==> config.mk <==
export PLATFORM = sky130hd
export DESIGN_NAME = instr_encoder_loader
export DESIGN_NICKNAME = d
export VERILOG_FILES = /design/src/rtl/instr_encoder_loader_pkg.sv /design/src/rtl/instr_encoder_loader_encoder.sv /design/src/rtl/instr_encoder_loader.sv
export SDC_FILE = /design/constraint.sdc
export NUM_CORES = 1
export LEC_CHECK = 0
export BUFFER_PORTS_ARGS = -buffer_cell sky130_fd_sc_hd__buf_2
export CAP_MARGIN = 20
export CORE_UTILIZATION = 49
export CTS_CLUSTER_DIAMETER = 30
export DETAILED_ROUTE_END_ITERATION = 8
export PLACE_DENSITY = 0.89
export SLEW_MARGIN = 5
export SYNTH_ARGS = -nofsm -noshare
export SYNTH_HDL_FRONTEND = slang
export SYNTH_HIERARCHICAL = 1
export SYNTH_SLANG_ARGS = --single-unit
export TNS_END_PERCENT = 10
==> constraint.sdc <==
create_clock -name CLK -period 2.6 [get_ports CLK]
set_clock_uncertainty 0.2 [all_clocks]
set_input_delay 0.39 -clock CLK [delete_from_list [all_inputs] [get_ports CLK]]
set_output_delay 0.39 -clock CLK [all_outputs]
set_load 0.1 [all_outputs]
==> src/rtl/instr_encoder_loader_pkg.sv <==
// Shared encodings for the boot-time program loader:
// field kinds, MIPS opcodes, legal R-type functs, FSM states.
package instr_encoder_loader_pkg;

  typedef enum logic [2:0] {
    K_RTYPE = 3'd0,
    K_LW    = 3'd1,
    K_SW    = 3'd2,
    K_BEQ   = 3'd3,
    K_ADDI  = 3'd4,
    K_J     = 3'd5,
    K_END   = 3'd6,
    K_RSVD  = 3'd7
  } kind_e;

  localparam logic [5:0] OP_RTYPE = 6'b000000;
  localparam logic [5:0] OP_LW    = 6'b100011;
  localparam logic [5:0] OP_SW    = 6'b101011;
  localparam logic [5:0] OP_BEQ   = 6'b000100;
  localparam logic [5:0] OP_ADDI  = 6'b001000;
  localparam logic [5:0] OP_J     = 6'b000010;

  localparam logic [5:0] FN_ADD = 6'b100000;
  localparam logic [5:0] FN_SUB = 6'b100010;
  localparam logic [5:0] FN_AND = 6'b100100;
  localparam logic [5:0] FN_OR  = 6'b100101;
  localparam logic [5:0] FN_SLT = 6'b101010;

  typedef enum logic [1:0] {
    S_IDLE  = 2'd0,
    S_LOAD  = 2'd1,
    S_DONE  = 2'd2,
    S_ERROR = 2'd3
  } state_e;

  function automatic logic funct_legal(input logic [5:0] f);
    return (f == FN_ADD) || (f == FN_SUB) || (f == FN_AND) ||
           (f == FN_OR)  || (f == FN_SLT);
  endfunction

endpackage

==> src/rtl/instr_encoder_loader_encoder.sv <==
// Combinational MIPS encoder: decoded fields -> 32-bit word
// plus an illegal flag for reserved kinds or unknown functs.
module mips_instr_encoder
  import instr_encoder_loader_pkg::*;
(
  input  logic [2:0]  kind,
  input  logic [4:0]  rs,
  input  logic [4:0]  rt,
  input  logic [4:0]  rd,
  input  logic [5:0]  funct,
  input  logic [15:0] imm,
  input  logic [25:0] target,
  output logic [31:0] word,
  output logic        illegal
);

  always_comb begin
    word    = '0;
    illegal = 1'b0;
    unique case (1'b1)
      (kind == K_RTYPE): begin
        word    = {OP_RTYPE, rs, rt, rd, 5'd0, funct};
        illegal = !funct_legal(funct);
      end
      (kind == K_LW):   word = {OP_LW, rs, rt, imm};
      (kind == K_SW):   word = {OP_SW, rs, rt, imm};
      (kind == K_BEQ):  word = {OP_BEQ, rs, rt, imm};
      (kind == K_ADDI): word = {OP_ADDI, rs, rt, imm};
      (kind == K_J):    word = {OP_J, target};
      (kind == K_END):  word = '0;
      default:          illegal = 1'b1;
    endcase
  end

endmodule

==> src/rtl/instr_encoder_loader.sv <==
// Boot loader: streams decoded fields into instruction memory
// as encoded MIPS words while holding the core.
module instr_encoder_loader
  import instr_encoder_loader_pkg::*;
#(
  parameter int ADDR_W    = 6,
  parameter int BASE_ADDR = 0
) (
  input  logic              CLK,
  input  logic              RST,
  input  logic              Start,
  input  logic              In_Valid,
  output logic              In_Ready,
  input  logic [2:0]        In_Kind,
  input  logic [4:0]        Rs,
  input  logic [4:0]        Rt,
  input  logic [4:0]        Rd,
  input  logic [5:0]        Funct,
  input  logic [15:0]       Imm,
  input  logic [25:0]       Target,
  output logic              IMem_WE,
  output logic [ADDR_W-1:0] IMem_Addr,
  output logic [31:0]       IMem_WData,
  output logic              CPU_Hold,
  output logic              Done,
  output logic              Error
);

  // Extra MSB on the counter marks "memory full" after wrap.
  localparam logic [ADDR_W:0] BASE = BASE_ADDR[ADDR_W:0];

  state_e          state;
  logic [ADDR_W:0] addr;
  logic [31:0]     word;
  logic            illegal;
  logic            xfer;
  logic            is_end;
  logic            full;

  mips_instr_encoder u_enc (
    .kind    (In_Kind),
    .rs      (Rs),
    .rt      (Rt),
    .rd      (Rd),
    .funct   (Funct),
    .imm     (Imm),
    .target  (Target),
    .word    (word),
    .illegal (illegal)
  );

  assign In_Ready = (state == S_LOAD);
  assign xfer     = In_Valid & In_Ready;
  assign is_end   = (In_Kind == K_END);
  assign full     = addr[ADDR_W];

  always_ff @(posedge CLK or posedge RST) begin
    if (RST) begin
      state      <= S_IDLE;
      addr       <= BASE;
      IMem_WE    <= 1'b0;
      IMem_Addr  <= BASE[ADDR_W-1:0];
      IMem_WData <= '0;
      CPU_Hold   <= 1'b0;
      Done       <= 1'b0;
      Error      <= 1'b0;
    end else begin
      IMem_WE <= 1'b0;
      Done    <= 1'b0;
      unique case (state)
        S_IDLE: begin
          if (Start) begin
            state    <= S_LOAD;
            addr     <= BASE;
            CPU_Hold <= 1'b1;
          end
        end
        S_LOAD: begin
          if (xfer) begin
            if (is_end) begin
              state    <= S_DONE;
              Done     <= 1'b1;
              CPU_Hold <= 1'b0;
            end else if (illegal || full) begin
              state <= S_ERROR;
              Error <= 1'b1;
            end else begin
              IMem_WE    <= 1'b1;
              IMem_Addr  <= addr[ADDR_W-1:0];
              IMem_WData <= word;
              addr       <= addr + 1'b1;
            end
          end
        end
        S_DONE: state <= S_IDLE;
        S_ERROR: begin
          if (Start) begin
            state <= S_LOAD;
            addr  <= BASE;
            Error <= 1'b0;
          end
        end
        default: state <= S_IDLE;
      endcase
    end
  end

endmodule

Word level (Yosys, flattened, before mapping)
Index checks and enable logic that the tools add are counted.
- bits in registers: 51
- input bits: 70
- output and inout port bits: 43
- add/subtract/negate cells: 1
- equal/unequal tests: 23
- mux-type cells: 28
- bitwise gates (word level): 3
- reduce and logical (&&, ||, !) cells: 18
- operators by type and width (kind ; number):
    $pmux W32 S6 ; 1
    $eq A6 B6 Y1 const B ; 5
    $mux W7 ; 4
    $mux W1 ; 14
    $pmux W7 S2 ; 1
    $reduce_and A5 Y1 ; 2
    $eq A3 B3 Y1 const B ; 3
    $mux W2 ; 4
    $ne A2 B1 Y1 const B ; 4
    $ne A2 B2 Y1 const B ; 4
    $reduce_and A4 Y1 ; 2
    $add A7 B1 Y7 const B ; 1
    $eq A3 B2 Y1 const B ; 2
    $pmux W1 S2 ; 3
    $pmux W2 S3 ; 1
    $reduce_bool A2 Y1 ; 3
    $reduce_or A6 Y1 ; 1
    $logic_or A1 B1 Y1 ; 5
    $eq A2 B2 Y1 const B ; 2
    $eq A3 B1 Y1 const B ; 1
    $logic_not A3 Y1 ; 1
    $ne A3 B1 Y1 const B ; 1
    $reduce_and A3 Y1 ; 1
    $eq A2 B1 Y1 const B ; 1
    other kinds (5) ; 6

Logic depth before layout (Yosys ltp)
- depth in word-level cells: 12
- gate-level depth with buffers: 10
- mapped depth without buffers: 8

Cells and area by module
Netlist, hierarchy kept.
- modules (own cells, without submodules) (module ; instances ; cells each ; area an instance (µm²) ; seq. area each (µm²)):
    instr_encoder_loader ; 1 ; 241 ; 2198.4 ; 1276.2
    mips_instr_encoder ; 1 ; 111 ; 769.5 ; 0.0

Least setup slack after synthesis
No wires, ideal clock.
- path type: reg-to-reg
- start: register state[1]
- end: register IMem_WData[18]
- arrival time: 2.289 ns
- required time: 2.280 ns
- slack: -0.008 ns
- stages on the path, launching flop included: 10
- period minus slack after synthesis: 2.608 ns
- path through: dfrtp_1 -> inv_1 -> ha_1 -> buf_4 -> and4bb_4 -> nand2_2 -> buf_4 -> buf_6 -> nand2_1 -> nand2_1
- cells in the longest elaborated chain, start to end: 3
- RTL lines (what ; RTL line ; RTL):
    start, declared ; instr_encoder_loader.sv:32 ; state_e state;
    start signal, assigned ; instr_encoder_loader.sv:59 ; state <= S_IDLE;
    start signal, assigned ; instr_encoder_loader.sv:73 ; state <= S_LOAD;
    start signal, assigned ; instr_encoder_loader.sv:81 ; state <= S_DONE;
    $eq A2 B1 Y1 * ; instr_encoder_loader.sv:52 ; assign In_Ready = (state == S_LOAD);
    via In_Ready ; instr_encoder_loader.sv:13 ; output logic In_Ready,
    $and A1 B1 Y1 ; instr_encoder_loader.sv:53 ; assign xfer = In_Valid & In_Ready;
    $reduce_and A4 Y1 (no source line) * ; n/a ;
    end signal, assigned ; instr_encoder_loader.sv:90 ; IMem_WData <= word;
    end, declared ; instr_encoder_loader.sv:23 ; output logic [31:0] IMem_WData,
Mark *: on every way through the listed nets, which the timed path passes. The rest lies on a longest branch.
A chain may end at the register's enable or synchronous reset.

Worst setup path after layout
- start: input Funct[2]
- end: register addr[4]
- cells in the longest elaborated chain, start to end: 10
- RTL lines (what ; RTL line ; RTL):
    start, declared ; instr_encoder_loader.sv:18 ; input logic [5:0] Funct,
    $eq A6 B6 Y1 ; instr_encoder_loader_pkg.sv:37 ; return (f == FN_ADD) || (f == FN_SUB) || (f == FN_AND) ||
    $logic_or A1 B1 Y1 (3 in a row) ; instr_encoder_loader_pkg.sv:37 ;
    $logic_or A1 B1 Y1 * ; instr_encoder_loader_pkg.sv:38 ; (f == FN_OR) || (f == FN_SLT);
    $logic_not A1 Y1 * ; instr_encoder_loader_encoder.sv:23 ; illegal = !funct_legal(funct);
    $pmux W1 S2 * ; instr_encoder_loader_encoder.sv:20 ; unique case (1'b1)
    via illegal ; instr_encoder_loader.sv:35 ; logic illegal;
    $logic_or A1 B1 Y1 * ; instr_encoder_loader.sv:84 ; end else if (illegal || full) begin
    $ne A2 B2 Y1 (no source line) * ; n/a ;
    $reduce_and A5 Y1 (no source line) * ; n/a ;
    end signal, assigned ; instr_encoder_loader.sv:91 ; addr <= addr + 1'b1;
    end, declared ; instr_encoder_loader.sv:33 ; logic [ADDR_W:0] addr;
Marked as above.

==> qor.yml <==
timing_worst_slew_pin_value_ps: 692
crit_top_cell: "o31ai_1"
p_leak_nw: 2.06
cp.arrival_ps: 2380
routed_wl_mm: 7.93
final-hold-violation-count: 0
synth_nets: 427
hold_slack_ps: 43.4
drc_errors: 0
crit_required_ps: 2600
die_h_um: 79.8
coreArea_um2: 5680
dieArea_um2: 6370
antennaDiodeCount: 0
layout_worst_path_cycle_share_pct: 91.6
syn_inst: 352
cp_slowest_cell: "and4bb_4"
cts.sinks: 51
grt_max_degree: 52
fin_nets: 534
ys.flop_type: "dfrtp_1"
fin_ws_ps: 219
synth.top_cells.by_count: "128 x nand2_1, 51 x dfrtp_1, 18 x mux2i_1, 15 x inv_1, 15 x o22ai_1"
critPathMaxStageDelay_ps: 360
port_buffers: 112
finalCriticalPeriod_ps: 2380
clock.fmax_ghz: 0.420
drt-pass1-iter-count: 5
end_kind: "flip-flop"
grt_pass1_vias: 2791
rows: 27
cts_max_level: 2
synth_seq_cells: 51
seq_area_frac_synth_pct: 43.0
ant_nets: 0
finalWeightedCongestion: 0.875
n_fill_cell: 451
slew_headroom_pct: 53.8
cp_max_fo: 9
initial_utilization_pct: 52.3
cts_buffer_depth: 2
maxSlewViolCount: 0
fp.dieW_um: 79.8
cts_resized: 0
cp-start-kind: "primary input"
place_ws_ps: -2.81
rrSetupSlack_ps: 480
post_drt_wl_per_cell_um: 14.9
reg2reg_from: "state[0]"
io_pins: 113
drt_iter0_markers: 159
power_density_nw_per_um2: 1340
drive_gt1_share_pct: 31.1
max-vdd-ir-drop_mv: 0.699
crit_chain: "buf_2 > mux2_2 > nor4b_1 > o31ai_1 > and4bb_4 > nand2_2 > clkinv_2 > nand3_2 > o31ai_1"
critPathKind: "primary input to flip-flop"
cts_made_buffers: 5
antenna_found_initial: 0
syn-cell-area_um2: 2970
worstSkewPairLatency_ps: 300
hpwlAfterDp_mm: 5.79
postSynthAreaPerCell_um2: 8.43
root_buffer: "clkbuf_8"
synth_edf_count: 0
setup_violations: 0
rsz0062_at_grt: "no"
grt_pass1_wl_mm: 12.6
overflow: 0
drv_cap: 0
cp-startpoint: "Funct[2]"
fin_total_pwr_mw: 4.90
async_reset_ff_share_pct: 100
via_count: 2914
yosysWarnings: 6
hp-class: "primary input to asynchronous set/reset pin"
postCtsSetupBuffers: 0
path_clk_slew_ps: 100
synth.top_cell.area_share_pct: 43.0
area_growth_pct: 23.7
yosys.cell_types.count: 43
r2r-end: "addr[4]"
outcome: "complete, no violations"
endpoint: "addr[4]"
r2r_cells: 6
avgViaCountPerCell: 5.48
cts_tree: "yes"
grtUsageTotal_pct: 25.2
synth.most_common_cell: "nand2_1"
yosys.area.top_type: "dfrtp_1"
hold_buffers: 0
yosys-top-cells-area: "dfrtp_1 43%, nand2_1 16%, mux2i_1 6.1%"
==> metrics by stage <==
step | area, um2 | std cells | utilization (%) | setup TNS, ps
finish | 3670 | 532 | 64.7 | 0
global route | 3670 | 532 | 64.7 | 0
CTS | 3670 | 532 | 64.7 | 0
detailed placement | 3550 | 524 | 62.5 | -2.81
global placement | 3550 | 524 | 62.5 | 0
floorplan | 2970 | 352 | - | 0
==> flip-flops by register name, summed over array words and instances (netlist names) <==
| register | cells |
|---|---|
| addr | 7 |
| IMem_WData | 32 |
| state | 2 |
| Done | 1 |
| IMem_WE | 1 |
| Error | 1 |
| CPU_Hold | 1 |
| IMem_Addr | 6 |
==> critical path, delay by kind of cell <==
kind	cells	cell delay [ps]
mux	1	330
buf+inv	2	250
compound gates	2	450
simple gates	4	960
==> routing by layer <==
layer,vias to the layer above,part of all wire (%),track usage (%)
met5,-,0,0
met2,129,51,46.5
met4,0,1.6,7.50
met3,15,7.0,4.46
li1,1408,-,-
met1,1362,41,29.5
==> cells in the final DEF, fill, tap and decap left out, drive strengths merged, types with 3 or more instances in the layout <==
| cell | n |
|---|---|
| o22ai | 15 |
| o31ai | 4 |
| buf | 124 |
| a32oi | 11 |
| a21oi | 4 |
| a22oi | 10 |
| mux2i | 18 |
| nand2 | 129 |
| nor2 | 10 |
| dfrtp | 51 |
| clkbuf | 6 |
| a31oi | 4 |
| inv | 17 |
| and3 | 3 |
| ha | 5 |
| o21ai | 23 |
| nand2b | 3 |
==> area by class of cell <==
class	count	area (um2)	area share [%]
Multi-Input combinational cell	260	1450	39.6
Sequential cell	51	1280	34.8
Timing Repair Buffer	124	663	18.1
Tap cell	72	90.1	2.45
Clock buffer	6	82.6	2.25
Inverter	17	65.1	1.77
Clock inverter	2	38.8	1.06
==> report_power, final <==
part / internal, mW / switching, mW
sequential: 1.07 / 0.158
combinational: 0.518 / 2.58
clock: 0.316 / 0.259
==> kinds of logic after synthesis <==
group           count (synthesis)  synth area share (%)
xor+xnor                        2                 0.590
simple gates                  157                  22.7
other cells                     1                 0.126
compound gates                 76                  16.9
mux                            19                  6.45
flops                          51                  43.0
fa+ha+maj                       5                  2.11
buf+inv                        41                  8.09
==> worst min path at each step <==
| stage | start | end | cells after the start |
|---|---|---|---|
| floorplan | addr[1] | IMem_Addr[1] | 2 |
| global placement | IMem_WData[27] | IMem_WData[27] | 2 |
| detailed placement | IMem_WData[11] | IMem_WData[11] | 2 |
| CTS | RST | IMem_WData[5] | 3 |
| global route | RST | IMem_WData[5] | 3 |
| finish | RST | IMem_WData[5] | 3 |
No activity file was read; power rests on OpenSTA's default activity.
